**config.mk**
```make
export PLATFORM = sky130hd
export DESIGN_NAME = bus_arbiter_flat
export DESIGN_NICKNAME = d
export VERILOG_FILES = /design/src/rtl/bus_arbiter_if.sv /design/src/rtl/bus_arbiter.sv /design/src/flat_wrapper.sv
export SDC_FILE = /design/constraint.sdc
export NUM_CORES = 1
export LEC_CHECK = 0
export BUFFER_PORTS_ARGS = -buffer_cell sky130_fd_sc_hd__buf_2
export CORE_ASPECT_RATIO = 1.4
export CORE_MARGIN = 4
export CORE_UTILIZATION = 46
export DETAILED_ROUTE_END_ITERATION = 10
export PLACE_DENSITY = 0.89
export SYNTH_ARGS = -nofsm -noshare
export SYNTH_HDL_FRONTEND = slang
export SYNTH_SLANG_ARGS = --single-unit
```
**constraint.sdc**
```tcl
create_clock -name clk -period 2.6 [get_ports clk]
set_input_delay 0.13 -clock clk [delete_from_list [all_inputs] [get_ports clk]]
set_output_delay 0.13 -clock clk [all_outputs]
set_load 0.02 [all_outputs]
```
**src/rtl/bus_arbiter_if.sv**
```systemverilog
// Shared single-port memory bus: registered request side, one-cycle ack.
interface bus_arbiter_if;
  logic        mem_req;
  logic        mem_we;
  logic [3:0]  mem_be;
  logic [31:0] mem_addr;
  logic [31:0] mem_wdata;
  logic        mem_ack;
  logic [31:0] mem_rdata;

  // Arbiter side issues requests, memory side answers them.
  modport master (output mem_req, mem_we, mem_be, mem_addr, mem_wdata,
                  input  mem_ack, mem_rdata);
  modport slave  (input  mem_req, mem_we, mem_be, mem_addr, mem_wdata,
                  output mem_ack, mem_rdata);
endinterface

```
**src/rtl/bus_arbiter.sv**
```systemverilog
// Merges instruction-fetch (two-word beats) and data accesses onto one
// memory bus. Results are held until the pipeline advances.
module bus_arbiter #(
  parameter bit DATA_FIRST = 1'b1
) (
  input  logic        clk,
  input  logic        rst,
  input  logic        inst_ce,
  input  logic [31:0] inst_addr,
  output logic [31:0] inst_rdata,
  output logic [31:0] inst_rdata_2,
  output logic        inst_stall,
  input  logic        data_ce,
  input  logic        data_we,
  input  logic [3:0]  data_be,
  input  logic [31:0] data_addr,
  input  logic [31:0] data_wdata,
  output logic [31:0] data_rdata,
  output logic        data_stall,
  input  logic        pipe_hold,
  bus_arbiter_if.master mem
);

  typedef enum logic [1:0] {IDLE, DATA, INST1, INST2} state_t;

  state_t      state;
  logic        data_valid, inst_valid;
  logic        dpend, ipend, adv, ack;
  logic [3:0]  d_be;
  logic [31:0] inst_addr_hi;

  assign dpend        = data_ce & ~data_valid;
  assign ipend        = inst_ce & ~inst_valid;
  assign data_stall   = dpend;
  assign inst_stall   = ipend;
  assign adv          = ~inst_stall & ~data_stall & ~pipe_hold;
  // An ack with no request outstanding is stray and ignored.
  assign ack          = mem.mem_ack & mem.mem_req;
  // Reads always fetch the full word.
  assign d_be         = data_we ? data_be : 4'hF;
  assign inst_addr_hi = inst_addr + 32'd4;

  // Arbitration FSM; bus outputs are loaded with the next beat so they stay
  // stable for the whole request and beats chain with no idle cycle.
  always_ff @(posedge clk) begin
    if (rst) begin
      state        <= IDLE;
      data_valid   <= 1'b0;
      inst_valid   <= 1'b0;
      mem.mem_req  <= 1'b0;
      mem.mem_we   <= 1'b0;
      mem.mem_be   <= 4'h0;
      mem.mem_addr <= 32'h0;
      mem.mem_wdata <= 32'h0;
      inst_rdata   <= 32'h0;
      inst_rdata_2 <= 32'h0;
      data_rdata   <= 32'h0;
    end else begin
      // Results are consumed when the pipeline advances or the request drops.
      if (adv) begin
        data_valid <= 1'b0;
        inst_valid <= 1'b0;
      end else begin
        if (!data_ce) data_valid <= 1'b0;
        if (!inst_ce) inst_valid <= 1'b0;
      end

      case (state)
        IDLE: begin
          if (dpend && (DATA_FIRST || !ipend)) begin
            state         <= DATA;
            mem.mem_req   <= 1'b1;
            mem.mem_we    <= data_we;
            mem.mem_be    <= d_be;
            mem.mem_addr  <= data_addr;
            mem.mem_wdata <= data_wdata;
          end else if (ipend) begin
            state        <= INST1;
            mem.mem_req  <= 1'b1;
            mem.mem_we   <= 1'b0;
            mem.mem_be   <= 4'hF;
            mem.mem_addr <= inst_addr;
          end
        end
        DATA: begin
          if (ack) begin
            if (!data_we) data_rdata <= mem.mem_rdata;
            data_valid <= 1'b1;
            if (ipend) begin
              state        <= INST1;
              mem.mem_we   <= 1'b0;
              mem.mem_be   <= 4'hF;
              mem.mem_addr <= inst_addr;
            end else begin
              state       <= IDLE;
              mem.mem_req <= 1'b0;
              mem.mem_we  <= 1'b0;
            end
          end
        end
        INST1: begin
          if (ack) begin
            inst_rdata   <= mem.mem_rdata;
            state        <= INST2;
            mem.mem_addr <= inst_addr_hi;
          end
        end
        INST2: begin
          if (ack) begin
            inst_rdata_2 <= mem.mem_rdata;
            inst_valid   <= 1'b1;
            if (dpend) begin
              state         <= DATA;
              mem.mem_we    <= data_we;
              mem.mem_be    <= d_be;
              mem.mem_addr  <= data_addr;
              mem.mem_wdata <= data_wdata;
            end else begin
              state       <= IDLE;
              mem.mem_req <= 1'b0;
            end
          end
        end
        default: state <= IDLE;
      endcase
    end
  end

endmodule

```
**src/flat_wrapper.sv**
```systemverilog
// flat-port wrapper written by rule: the top's interface ports become plain ports
module bus_arbiter_flat 
#(
  parameter bit DATA_FIRST = 1'b1
)
  (clk, rst, inst_ce, inst_addr, inst_rdata, inst_rdata_2, inst_stall, data_ce, data_we, data_be, data_addr, data_wdata, data_rdata, data_stall, pipe_hold, mem_mem_req, mem_mem_we, mem_mem_be, mem_mem_addr, mem_mem_wdata, mem_mem_ack, mem_mem_rdata);
  bus_arbiter_if mem_i ();
  input  logic clk;
  input  logic rst;
  input  logic inst_ce;
  input  logic [31:0] inst_addr;
  output logic [31:0] inst_rdata;
  output logic [31:0] inst_rdata_2;
  output logic inst_stall;
  input  logic data_ce;
  input  logic data_we;
  input  logic [3:0] data_be;
  input  logic [31:0] data_addr;
  input  logic [31:0] data_wdata;
  output logic [31:0] data_rdata;
  output logic data_stall;
  input  logic pipe_hold;
  output wire logic [$bits(mem_i.mem_req)-1:0] mem_mem_req;
  output wire logic [$bits(mem_i.mem_we)-1:0] mem_mem_we;
  output wire logic [$bits(mem_i.mem_be)-1:0] mem_mem_be;
  output wire logic [$bits(mem_i.mem_addr)-1:0] mem_mem_addr;
  output wire logic [$bits(mem_i.mem_wdata)-1:0] mem_mem_wdata;
  input wire logic [$bits(mem_i.mem_ack)-1:0] mem_mem_ack;
  input wire logic [$bits(mem_i.mem_rdata)-1:0] mem_mem_rdata;
  assign mem_mem_req = mem_i.mem_req;
  assign mem_mem_we = mem_i.mem_we;
  assign mem_mem_be = mem_i.mem_be;
  assign mem_mem_addr = mem_i.mem_addr;
  assign mem_mem_wdata = mem_i.mem_wdata;
  assign mem_i.mem_ack = mem_mem_ack;
  assign mem_i.mem_rdata = mem_mem_rdata;
  bus_arbiter #(.DATA_FIRST(DATA_FIRST)) u_core (.clk(clk), .rst(rst), .inst_ce(inst_ce), .inst_addr(inst_addr), .inst_rdata(inst_rdata), .inst_rdata_2(inst_rdata_2), .inst_stall(inst_stall), .data_ce(data_ce), .data_we(data_we), .data_be(data_be), .data_addr(data_addr), .data_wdata(data_wdata), .data_rdata(data_rdata), .data_stall(data_stall), .pipe_hold(pipe_hold), .mem(mem_i));
endmodule
```
Word-level counts from Yosys, hierarchy flattened
Cells that the tools add are included.

word-level totals
  output and inout port bits = 168
  logic and storage cells = 91
  register bits after elaboration = 170
  input port bits = 139

cells by class
  $add $sub $neg = 1
  muxes and demuxes = 46
  equality and inequality tests = 10
  bitwise gates (word level) = 11
  reduce and logical (&&, ||, !) cells = 12

operators by type and width
  operator                                                               number
  32-bit 2-to-1 mux                                                      8
  32-bit one-hot mux with 4 select lines                                 1
  32-bit one-hot mux with 2 select lines                                 1
  32-bit by 3-bit adder with 32-bit output, second input constant        1
  4-bit 2-to-1 mux                                                       6
  1-bit 2-to-1 mux                                                       20
  2-bit 2-to-1 mux                                                       6
  4-bit one-hot mux with 3 select lines                                  1
  4-bit AND reduction                                                    3
  2-bit by 1-bit != test with 1-bit output, second input constant        4
  2-bit one-hot mux with 4 select lines                                  1
  1-bit NOT                                                              6
  1-bit one-hot mux with 3 select lines                                  2
  2-bit AND reduction                                                    3
  6-bit AND reduction                                                    1
  1-bit AND                                                              5
  5-bit AND reduction                                                    1
  2-bit equality test, second input constant                             2
  2-bit != test, second input constant                                   2
  3-bit by 1-bit != test with 1-bit output, second input constant        1
  3-bit AND reduction                                                    1
  3-bit nonzero test                                                     1
  2-bit by 1-bit equality test with 1-bit output, second input constant  1
  2-bit logical NOT                                                      1
  2-bit nonzero test                                                     1

Depth between registers and ports, before layout
Gate-level depths: netlist (run 1).

  depth after elaboration = 8
  mapped depth = 8
  mapped depth without buffers = 6

Worst setup path before layout (run 1)
OpenSTA, ideal clock, no wires.

  path type = reg-to-reg
  from = register u_core.mem.mem_req
  to = register u_core.mem.mem_addr[10]
  library setup time = 0.070 ns
  period minus slack after synthesis = 1.730 ns
  slack = 0.870 ns
  stages on the path, launching flop included = 8
  required time = 2.530 ns
  arrival = 1.660 ns
  buffers on the path = 2
  cell sequence = dfxtp_1 nand2_1 a21oi_1 o21a_1 buf_2 buf_1 o21ai_0 a21oi_1

on the way
  cells in the longest elaborated chain, start to end = 3
  elaborated cells on any way between the ends = 5
  classes of those cells = 3 x eq/ne; 1 x bitwise; 1 x reduce/logical

RTL lines
  element                                             RTL line              text
  start, declared                                     bus_arbiter_if.sv:12  modport master (output mem_req, mem_we, mem_be, mem_addr, mem_wdata,
  start signal, assigned                              bus_arbiter.sv:50     mem.mem_req <= 1'b0;
  start signal, assigned                              bus_arbiter.sv:72     mem.mem_req <= 1'b1;
  start signal, assigned                              bus_arbiter.sv:79     mem.mem_req <= 1'b1;
  1-bit AND (*)                                       bus_arbiter.sv:38     assign ack = mem.mem_ack & mem.mem_req;
  2-bit by 1-bit != test with 1-bit output (no line)  -
  4-bit AND reduction (no line) (*)                   -
  end signal, assigned                                bus_arbiter.sv:75     mem.mem_addr <= data_addr;
  end signal, assigned                                bus_arbiter.sv:82     mem.mem_addr <= inst_addr;
  end signal, assigned                                bus_arbiter.sv:93     mem.mem_addr <= inst_addr;
  end, declared                                       bus_arbiter_if.sv:12

Every way passes the cells marked *; elsewhere a longest branch is shown, timed or not.
A chain may end at the register's enable or synchronous reset.

Worst setup path in the final report (run 1)
  from = register u_core.state[0]
  to = register u_core.mem.mem_wdata[14]

on the way
  cells in the longest elaborated chain, start to end = 3
  elaborated cells on any way between the ends = 6
  classes of those cells = 2 x eq/ne; 1 x mux; 3 x reduce/logical

RTL lines
  element                                                                                   RTL line              text
  start, declared                                                                           bus_arbiter.sv:26     state_t state;
  start signal, assigned                                                                    bus_arbiter.sv:47     state <= IDLE;
  start signal, assigned                                                                    bus_arbiter.sv:71     state <= DATA;
  start signal, assigned                                                                    bus_arbiter.sv:78     state <= INST1;
  2-bit equality test or 2-bit logical NOT (tied branches)                                  bus_arbiter.sv:68     case (state)
  2-bit by 1-bit != test with 1-bit output (no line) or 2-bit nonzero test (tied branches)  -
  2-bit AND reduction (no line)                                                             -
  end signal, assigned                                                                      bus_arbiter.sv:76     mem.mem_wdata <= data_wdata;
  end signal, assigned                                                                      bus_arbiter.sv:117    mem.mem_wdata <= data_wdata;
  end, declared                                                                             bus_arbiter_if.sv:12

Parallel ways exist; a longest one is shown, timed or not.

==> results of run 1 <==
[final cells by class]
cell class | count | area, sq um
repair buffers | 401 | 2450
clock inverters | 14 | 206
flip-flops and latches | 170 | 3400
inverters | 6 | 22.5
fillers | 1286 | 5610
well taps | 199 | 249
clock buffers | 18 | 429
multi-input cells | 743 | 3730
diodes | 3 | 7.51
[final timing paths]
| check | startpoint | endpoint | cells after the start | slack, ns |
|---|---|---|---|---|
| setup / recovery | u_core.state[0]$_SDFFE_PP0P_ | u_core.mem.mem_wdata[14]$_SDFFE_PP0P_ | 5 | 0.30 |
| hold / removal | data_addr[16] | u_core.mem.mem_addr[16]$_SDFFE_PP0P_ | 3 | 0.02 |
| setup reg to reg | u_core.state[0]$_SDFFE_PP0P_ | u_core.mem.mem_wdata[14]$_SDFFE_PP0P_ | 5 | 0.30 |
| hold reg to reg | u_core.mem.mem_wdata[2]$_SDFFE_PP0P_ | u_core.mem.mem_wdata[2]$_SDFFE_PP0P_ | 2 | 0.45 |
[power breakdown]
part	internal (mW)	leakage [nW]	total (mW)	switching, mW
registers	2.76	1.38	2.88	0.115
logic	0.511	2.75	1.35	0.841
clock network	1.56	0.303	2.73	1.17
[layer usage]
metal | routed length, um | up-vias | global-route usage, %
li1 | - | 4107 | -
met1 | 9790 | 4017 | 31.2
met2 | 13700 | 580 | 49.1
met3 | 2320 | 139 | 6.24
met4 | 1770 | 0 | 18.4
met5 | 0 | - | 0
[cells by family after synthesis]
kind of cell    Yosys count  share of synthesized area [%]
mux                       4                          0.584
flops                   170                           45.4
fa+ha+maj                 1                          0.167
compound gates          296                           22.9
simple gates            422                           23.5
xor+xnor                 20                           2.33
buf+inv                  83                           5.10
[worst max-delay path: cells and delay by family, from the launching register on]
family,cells,cell delay (ns)
and+or+nand+nor,2,0.28
DFF,1,0.42
buffers and inverters,1,0.27
AOI/OAI and AO/OA,2,1.23
[per-stage QoR]
stage | hold WS [ns] | setup slack (ns) | instances | util (%) | total power [mW]
floorplan | 0.266 | 0.870 | 996 | - | 3.70
global placement | 0.371 | 0.574 | 1444 | 56.5 | 4.14
detailed placement | 0.376 | 0.489 | 1444 | 56.5 | 4.17
CTS | 0.00134 | 0.475 | 1551 | 65.1 | 6.96
global route | 0.0255 | 0.152 | 1552 | 65.1 | 7.21
finish | 0.0194 | 0.302 | 1554 | 65.2 | 6.96
[state kept, by name (all words and copies together), names as in the netlist]
register	flops
u_core.data_valid	1
u_core.state	2
u_core.mem.mem_be	4
u_core.mem.mem_we	1
u_core.mem.mem_addr	32
u_core.mem.mem_req	1
u_core.mem.mem_wdata	32
u_core.inst_rdata	32
u_core.data_rdata	32
u_core.inst_rdata_2	32
u_core.inst_valid	1
[cells in the final DEF (no fill, tap or decap), drive strengths merged, types with 2 or more instances in the layout]
cell / instances
nand2: 334
buf: 326
a21oi: 177
dfxtp: 170
dlygate4sd3: 75
o21ai: 46
nor2: 28
clkbuf: 18
a211oi: 17
xnor2: 16
nand3: 13
nor3: 12
o32ai: 10
nand4: 10
inv: 10
a31oi: 9
a221oi: 9
o21a: 6
nor4: 6
nand2b: 5
clkinv: 5
o221a: 4
xor2: 4
diode: 3
a22oi: 3
and4: 3
or3: 3
mux2: 3
bufinv: 3
and3: 3
and2: 2
a21o: 2
o2bb2ai: 2
a311oi: 2
o211ai: 2
clkinvlp: 2
[timing repair]
action,in CTS,in global routing
hold buffers,75,0
endpoints found under the hold margin,137,0
buffers inserted,0,0
==> results.sh, run 1 <==
export IMPL_status="finished clean"
export IMPL_drc=0
export IMPL_slew_viol_final=0
export IMPL_drv_cap=0
export IMPL_grt_pass1_wl_um=42500
export IMPL_antenna_found_initial=2
export IMPL_grt_overflow_total=0
export IMPL_yosysSeqAreaShare_pct=45.4
export IMPL_synth_top_area_cell="dfxtp_1"
export IMPL_clock_path_buffers=2
export IMPL_ys_ff_latch=170
export IMPL_area_growth_pct=39.9
export IMPL_fin_crit_sh_pct=88.4
export IMPL_ys_warn_count=0
export IMPL_gp_congestion=0.943
export IMPL_worstPathRequired_ns=2.94
export IMPL_synthDominantCellAreaShare_pct=45.4
export IMPL_wl_um=27600
export IMPL_cts_root_buf="clkbuf_16"
export IMPL_syn_inst=996
export IMPL_drive_gt1_share_pct=28.1
export IMPL_die_x_um=116
export IMPL_netlist_area_sq_mm=0.00750
export IMPL_synth_edff_count=0
export IMPL_htreeDepth=4
export IMPL_cts_tree="built"
export IMPL_place_area_sq_mm=0.00910
export IMPL_synth_async_reset_ratio_pct=0
export IMPL_grt_start_max_net_pins=140
export IMPL_worst_pin_slew_ns=1.29
export IMPL_clock_sinks=170
export IMPL_drtPass1Iterations=5
export IMPL_drt_iter0_drc=984
export IMPL_clkSlewWorstSetupHoldPaths_ns=0.07
export IMPL_synth_common_cells="nand2_1 (333), a21oi_1 (177), dfxtp_1 (170)"
export IMPL_hold_viol_final=0
export IMPL_cp_slowest_cell="o21ai_2"
export IMPL_yosys_top_cells_area="dfxtp_1 (45%), nand2_1 (17%), a21oi_1 (12%)"
export IMPL_crit_chain="buf_4 > nor2_1 > o21ai_2 > nand2_1 > a21oi_1"
export IMPL_relSlewSlack_pct=13.9
export IMPL_fin_crit_ns=2.30
export IMPL_layout_nets=1479
export IMPL_placementRows=55
export IMPL_die_y_um=159
export IMPL_fin_area_sq_mm=0.0105
export IMPL_fin_skew_ns=0.0164
export IMPL_critPathLaunchType="flop"
export IMPL_min_path_type="input port to flop"
export IMPL_endpoint_kind="flop"
export IMPL_antenna_left=0
export IMPL_syn_nets=1136
export IMPL_rsz0062_at_grt="no"
export IMPL_synth_flop_cell="dfxtp_1"
export IMPL_critical_path_peak_fanout=32
export IMPL_avgSynthCellArea_sq_um=7.53
export IMPL_ys_types=56
export IMPL_die_area_sq_mm=0.0184
export IMPL_post_cts_resize_count=0
export IMPL_power_density_mw_per_mm2=663
export IMPL_finalSetupViolCount=0
export IMPL_slowest_delay_ns=0.98
export IMPL_dp_hpwl_um=18000
export IMPL_tns_ns=0
export IMPL_grt_pass1_vias=8447
export IMPL_numCtsBuffers=17
export IMPL_p_leak_nw=4.43
export IMPL_clock_latency_ns=0.43
export IMPL_vias=8843
export IMPL_vdd_drop_max_mv=0.495
export IMPL_yosys_cell_count_top_type="nand2_1"
export IMPL_critPathKind="flop to flop"
export IMPL_fmax_mhz=435
export IMPL_worst_ep_arrival_time_ns=2.64
export IMPL_viasPerCell=5.69
export IMPL_grt_usage_pct=28.7
export IMPL_io_buffer_count=306
export IMPL_start_util_pct=46.6
export IMPL_io_pin_count=307
export IMPL_avgRoutedWirePerCell_um=17.8
export IMPL_coreArea_sq_mm=0.0161
No activity file was read; power rests on OpenSTA's default activity.
==> inputs of run 2 (changes only) <==
==> constraint.sdc (replaced) <==
create_clock -name clk -period 2.4 [get_ports clk]
set_input_delay 0.12 -clock clk [delete_from_list [all_inputs] [get_ports clk]]
set_output_delay 0.12 -clock clk [all_outputs]
set_load 0.02 [all_outputs]
==> results.sh, run 2 (synthesized netlist as in run 1, its figures left out) <==
export IMPL_status="finished clean"
export IMPL_clock_latency_ns=0.42
export IMPL_fin_crit_sh_pct=88.9
export IMPL_finalSetupViolCount=0
export IMPL_grt_usage_pct=29.1
export IMPL_area_growth_pct=39.5
export IMPL_die_y_um=159
export IMPL_die_area_sq_mm=0.0184
export IMPL_r2r_end="u_core.mem.mem_addr[1]$_SDFFE_PP0P_"
export IMPL_grt_pass1_wl_um=43200
export IMPL_postCtsHoldBufs=79
export IMPL_die_x_um=116
export IMPL_numCtsBuffers=17
export IMPL_drt_iter0_drc=962
export IMPL_critPathKind="input port to flop"
export IMPL_relSlewSlack_pct=54.2
export IMPL_grt_overflow_total=0
export IMPL_grt_pass1_vias=8581
export IMPL_min_to="u_core.mem.mem_addr[21]$_SDFFE_PP0P_"
export IMPL_slew_viol_final=0
export IMPL_vdd_drop_max_mv=0.488
export IMPL_gp_congestion=1.00
export IMPL_power_density_mw_per_mm2=690
export IMPL_p_leak_nw=4.41
export IMPL_whs_path_depth=3
export IMPL_io_buffer_count=306
export IMPL_clock_path_buffers=2
export IMPL_avgRoutedWirePerCell_um=17.7
export IMPL_wl_um=27500
export IMPL_antenna_left=0
export IMPL_placementRows=55
export IMPL_critPathLaunchType="input port"
export IMPL_total_power_mw=7.22
export IMPL_htreeDepth=4
export IMPL_antenna_found_initial=1
export IMPL_vias=8852
export IMPL_fmax_mhz=468
export IMPL_timing_rr_start="u_core.state[0]$_SDFFE_PP0P_"
export IMPL_drc=0
export IMPL_worstPathRequired_ns=2.68
export IMPL_endpoint_kind="flop"
export IMPL_start_util_pct=46.6
export IMPL_dp_hpwl_um=18000
export IMPL_rsz0062_at_grt="no"
export IMPL_fin_crit_ns=2.13
export IMPL_drive_gt1_share_pct=28.0
export IMPL_tns_ns=0
export IMPL_final_common_cell="nand2_1"
export IMPL_drv_cap=0
export IMPL_min_path_type="input port to flop"
export IMPL_clock_sinks=170
export IMPL_cts_tree="built"
export IMPL_layout_nets=1482
export IMPL_viasPerCell=5.69
export IMPL_cts_setup_buffers=0
export IMPL_fin_skew_ns=0.00855
export IMPL_worst_ep_arrival_time_ns=2.41
export IMPL_io_pin_count=307
export IMPL_cts_root_buf="clkbuf_16"
export IMPL_worst_pin_slew_ns=0.685
export IMPL_clkSlewWorstSetupHoldPaths_ns=0.07
export IMPL_grt_start_max_net_pins=140
export IMPL_drtPass1Iterations=6
export IMPL_layout_common_cells="nand2_1 (333), buf_2 (305), a21oi_1 (177)"
export IMPL_hold_viol_final=0
export IMPL_ff2ff_setup_slack_ns=0.36
export IMPL_coreArea_sq_mm=0.0161
export IMPL_min_from="data_addr[21]"
export IMPL_post_cts_resize_count=0
export IMPL_rr_worst_depth=6
export IMPL_critical_path_peak_fanout=17
==> run 2: cell type report <==
type | instances | area (sq um)
Fill cell | 1274 | 5630
Multi-Input combinational cell | 743 | 3730
Sequential cell | 170 | 3400
Timing Repair Buffer | 404 | 2500
Clock buffer | 18 | 429
Tap cell | 199 | 249
Clock inverter | 14 | 130
Inverter | 6 | 22.5
Antenna cell | 1 | 2.50
==> run 2: per-layer routing <==
layer	vias up	share of wire, %	routed length [um]	track usage (%)
li1	4112	-	-	-
met1	4063	36	9930	33.2
met2	564	50	13800	49.5
met3	113	8.5	2330	5.55
met4	0	5.2	1440	16.8
met5	-	0	0	0
==> run 2: report_power, final <==
group | internal, mW | switching, mW
Clock | 1.37 | 1.25
Sequential | 2.99 | 0.124
Combinational | 0.565 | 0.928
Total | 4.93 | 2.30
==> run 2: through the flow <==
step / cell area (sq um) / setup WS (ns) / std cells / utilization (%) / hold slack, ns
2_1_floorplan: 7500 / 0.670 / 996 / - / 0.256
3_3_place_gp: 9120 / 0.432 / 1443 / 56.6 / 0.360
3_5_place_dp: 9120 / 0.389 / 1443 / 56.6 / 0.367
4_1_cts: 10500 / 0.312 / 1554 / 65.0 / 0.000160
5_1_grt: 10500 / 0.149 / 1555 / 65.0 / 0.0218
6_report: 10500 / 0.265 / 1555 / 65.0 / 0.0268
==> run 2: critical path, stage by stage <==
cell           delay (ns)
dlygate4sd3_1        0.57
buf_2                0.15
or3b_1               0.51
nand2_2              0.33
buf_4                0.30
a21oi_1              0.07
a221oi_1             0.24
a211oi_1             0.11
==> run 2: worst max-delay path by stage <==
| stage | start | end | slack (ns) | cells past startpoint |
|---|---|---|---|---|
| after floorplan | u_core.mem.mem_req$_SDFFE_PP0P_ | u_core.mem.mem_addr[10]$_SDFFE_PP0P_ | 0.67 | 7 |
| after global placement | u_core.state[0]$_SDFFE_PP0P_ | u_core.mem.mem_addr[1]$_SDFFE_PP0P_ | 0.43 | 6 |
| after detailed placement | u_core.state[0]$_SDFFE_PP0P_ | u_core.mem.mem_addr[1]$_SDFFE_PP0P_ | 0.39 | 6 |
| after CTS | data_ce | u_core.mem.mem_addr[1]$_SDFFE_PP0P_ | 0.31 | 8 |
| after global routing | data_ce | u_core.mem.mem_addr[27]$_SDFFE_PP0P_ | 0.15 | 8 |
| final | data_ce | u_core.mem.mem_addr[1]$_SDFFE_PP0P_ | 0.27 | 8 |
==> inputs of run 3 (changes only) <==
--- a/config.mk
+++ b/config.mk
@@ -5,12 +5,12 @@
 export SDC_FILE = /design/constraint.sdc
 export NUM_CORES = 1
 export LEC_CHECK = 0
-export BUFFER_PORTS_ARGS = -buffer_cell sky130_fd_sc_hd__buf_2
 export CORE_ASPECT_RATIO = 1.4
 export CORE_MARGIN = 4
 export CORE_UTILIZATION = 46
 export DETAILED_ROUTE_END_ITERATION = 10
-export PLACE_DENSITY = 0.89
+export DONT_BUFFER_PORTS = 1
+export PLACE_DENSITY = 0.73
 export SYNTH_ARGS = -nofsm -noshare
 export SYNTH_HDL_FRONTEND = slang
 export SYNTH_SLANG_ARGS = --single-unit
==> results.sh, run 3 (synthesized netlist as in run 1, its figures left out) <==
export IMPL_critPathKind="flop to flop"
export IMPL_whs_path_depth=3
export IMPL_gp_congestion=0.853
export IMPL_n_antenna_cell=0
export IMPL_critPathLaunchType="flop"
export IMPL_grt_pass1_vias=7565
export IMPL_drv_cap=0
export IMPL_dp_slack_ns=0.552
export IMPL_timing_rr_start="u_core.state[0]$_SDFFE_PP0P_"
export IMPL_drt_iter0_drc=618
export IMPL_coreArea_sq_mm=0.0161
export IMPL_grt_usage_pct=27.2
export IMPL_sequentialPowerShare_pct=46.9
export IMPL_min_from="inst_addr[19]"
export IMPL_numCtsBuffers=17
export IMPL_status="finished clean"
export IMPL_fmax_mhz=432
export IMPL_worst_ep_arrival_time_ns=2.69
export IMPL_clock_path_buffers=2
export IMPL_drtPass1Iterations=5
export IMPL_grt_pass1_wl_um=40200
export IMPL_avgRoutedWirePerCell_um=19.7
export IMPL_die_area_sq_mm=0.0184
export IMPL_r2r_end="u_core.mem.mem_addr[23]$_SDFFE_PP0P_"
export IMPL_slew_viol_final=0
export IMPL_drive_gt1_share_pct=8.35
export IMPL_grt_overflow_total=0
export IMPL_htreeDepth=4
export IMPL_finalSetupViolCount=0
export IMPL_fin_skew_ns=0.0142
export IMPL_wl_um=26200
export IMPL_tns_ns=0
export IMPL_fin_crit_sh_pct=96.6
export IMPL_io_pin_count=307
export IMPL_placementRows=55
export IMPL_die_y_um=159
export IMPL_relSlewSlack_pct=57.3
export IMPL_vias=7694
export IMPL_final_common_cell="nand2_1"
export IMPL_fin_crit_ns=2.32
export IMPL_viasPerCell=5.81
export IMPL_intPower_mw=4.90
export IMPL_clock_sinks=170
export IMPL_layout_nets=1254
export IMPL_layout_setup_ws_ns=0.0828
export IMPL_clkSlewWorstSetupHoldPaths_ns=0.07
export IMPL_cts_tree="built"
export IMPL_antenna_left=0
export IMPL_worstPathRequired_ns=2.77
export IMPL_dp_hpwl_um=16200
export IMPL_antenna_found_initial=0
export IMPL_die_x_um=116
export IMPL_start_util_pct=46.6
export IMPL_grt_start_max_net_pins=125
export IMPL_rsz0062_at_grt="no"
export IMPL_ff2ff_setup_slack_ns=0.08
export IMPL_area_growth_pct=29.9
export IMPL_pwr_share_comb_pct=15.6
export IMPL_cts_root_buf="clkbuf_16"
export IMPL_power_density_mw_per_mm2=734
export IMPL_p_sw_share_pct=31.5
export IMPL_vdd_drop_max_mv=0.766
export IMPL_min_to="u_core.mem.mem_addr[19]$_SDFFE_PP0P_"
export IMPL_io_buffer_count=0
export IMPL_critical_path_peak_fanout=7
export IMPL_clkPwrFrac_pct=37.5
export IMPL_clock_latency_ns=0.43
export IMPL_min_path_type="input port to flop"
export IMPL_endpoint_kind="flop"
export IMPL_switching_power_mw=2.25
export IMPL_worst_pin_slew_ns=0.640
export IMPL_p_leak_nw=3.43
export IMPL_rr_worst_depth=8
export IMPL_hold_viol_final=0
export IMPL_drc=0
export IMPL_layout_common_cells="nand2_1 (333), a21oi_1 (176), dfxtp_1 (170)"
## run 3: cell types whose count changed in the layout (fill, tap and decap cells not counted), sizes merged
cell | previous run | this run
inv | 11 | 12
clkinvlp | 5 | 1
clkbuf | 18 | 17
dlygate4sd3 | 79 | 140
clkinv | 4 | 7
buf | 325 | 36
diode | 1 | 0
## run 3: critical path: stages, from the launching register on
cell	delay, ns
dfxtp_1	0.31
or3b_4	0.41
buf_4	0.18
o21ai_4	0.24
buf_12	0.16
buf_12	0.10
a211oi_1	0.06
o32ai_1	0.22
dlygate4sd3_1	0.58
## run 3: power groups by stage
stage,logic [mW],clock network (mW),registers (mW)
floorplan,0.645,0,3.36
global placement,0.760,0,3.42
detailed placement,0.779,0,3.42
CTS,1.04,2.71,3.35
global route,1.22,2.85,3.38
finish,1.12,2.68,3.35
## run 3: per-stage QoR
stage	cell area, sq um	total power [mW]	utilization, %	hold slack [ns]	instances
floorplan	7500	4.00	-	0.256	996
global placement	7620	4.18	47.3	0.198	1144
detailed placement	7620	4.20	47.3	0.201	1144
CTS	9640	7.10	59.8	0.000105	1317
global route	9740	7.45	60.5	0.0174	1325
finish	9740	7.16	60.5	0.0152	1325
## run 3: area by class of cell
cell class	instances	area [sq um]
repair buffers	176	1750
clock buffers	17	425
clock inverters	14	149
fillers	1360	6360
well taps	199	249
multi-input cells	743	3750
inverters	6	22.5
flip-flops and latches	170	3400
## run 3: routing by layer
layer | up-vias | global-route usage (%) | routed length [um]
li1 | 3654 | - | -
met1 | 3538 | 29.6 | 9150
met2 | 432 | 47.0 | 13300
met3 | 70 | 9.35 | 2670
met4 | 0 | 11.6 | 1010
met5 | - | 0 | 0
## run 3: how the worst max path moves through the flow
stage                                               start                                   end  slack (ns)
final                        u_core.state[0]$_SDFFE_PP0P_  u_core.mem.mem_addr[23]$_SDFFE_PP0P_        0.08
after global routing         u_core.state[0]$_SDFFE_PP0P_     u_core.data_rdata[5]$_SDFFE_PP0P_       0.009
after CTS                    u_core.data_valid$_SDFF_PP0_  u_core.mem.mem_addr[15]$_SDFFE_PP0P_        0.03
after detailed placement     u_core.state[0]$_SDFFE_PP0P_  u_core.mem.mem_addr[26]$_SDFFE_PP0P_        0.55
after global placement       u_core.state[0]$_SDFFE_PP0P_  u_core.mem.mem_addr[31]$_SDFFE_PP0P_        0.61
after floorplan           u_core.mem.mem_req$_SDFFE_PP0P_  u_core.mem.mem_addr[10]$_SDFFE_PP0P_        0.67
## run 3: repair_timing
item / 4_1_cts / 5_1_grt
setup endpoints to repair: 0 / 22
resized for setup: 0 / 12
hold endpoints to repair: 169 / 0
setup buffers: 0 / 9
hold buffers: 142 / 0
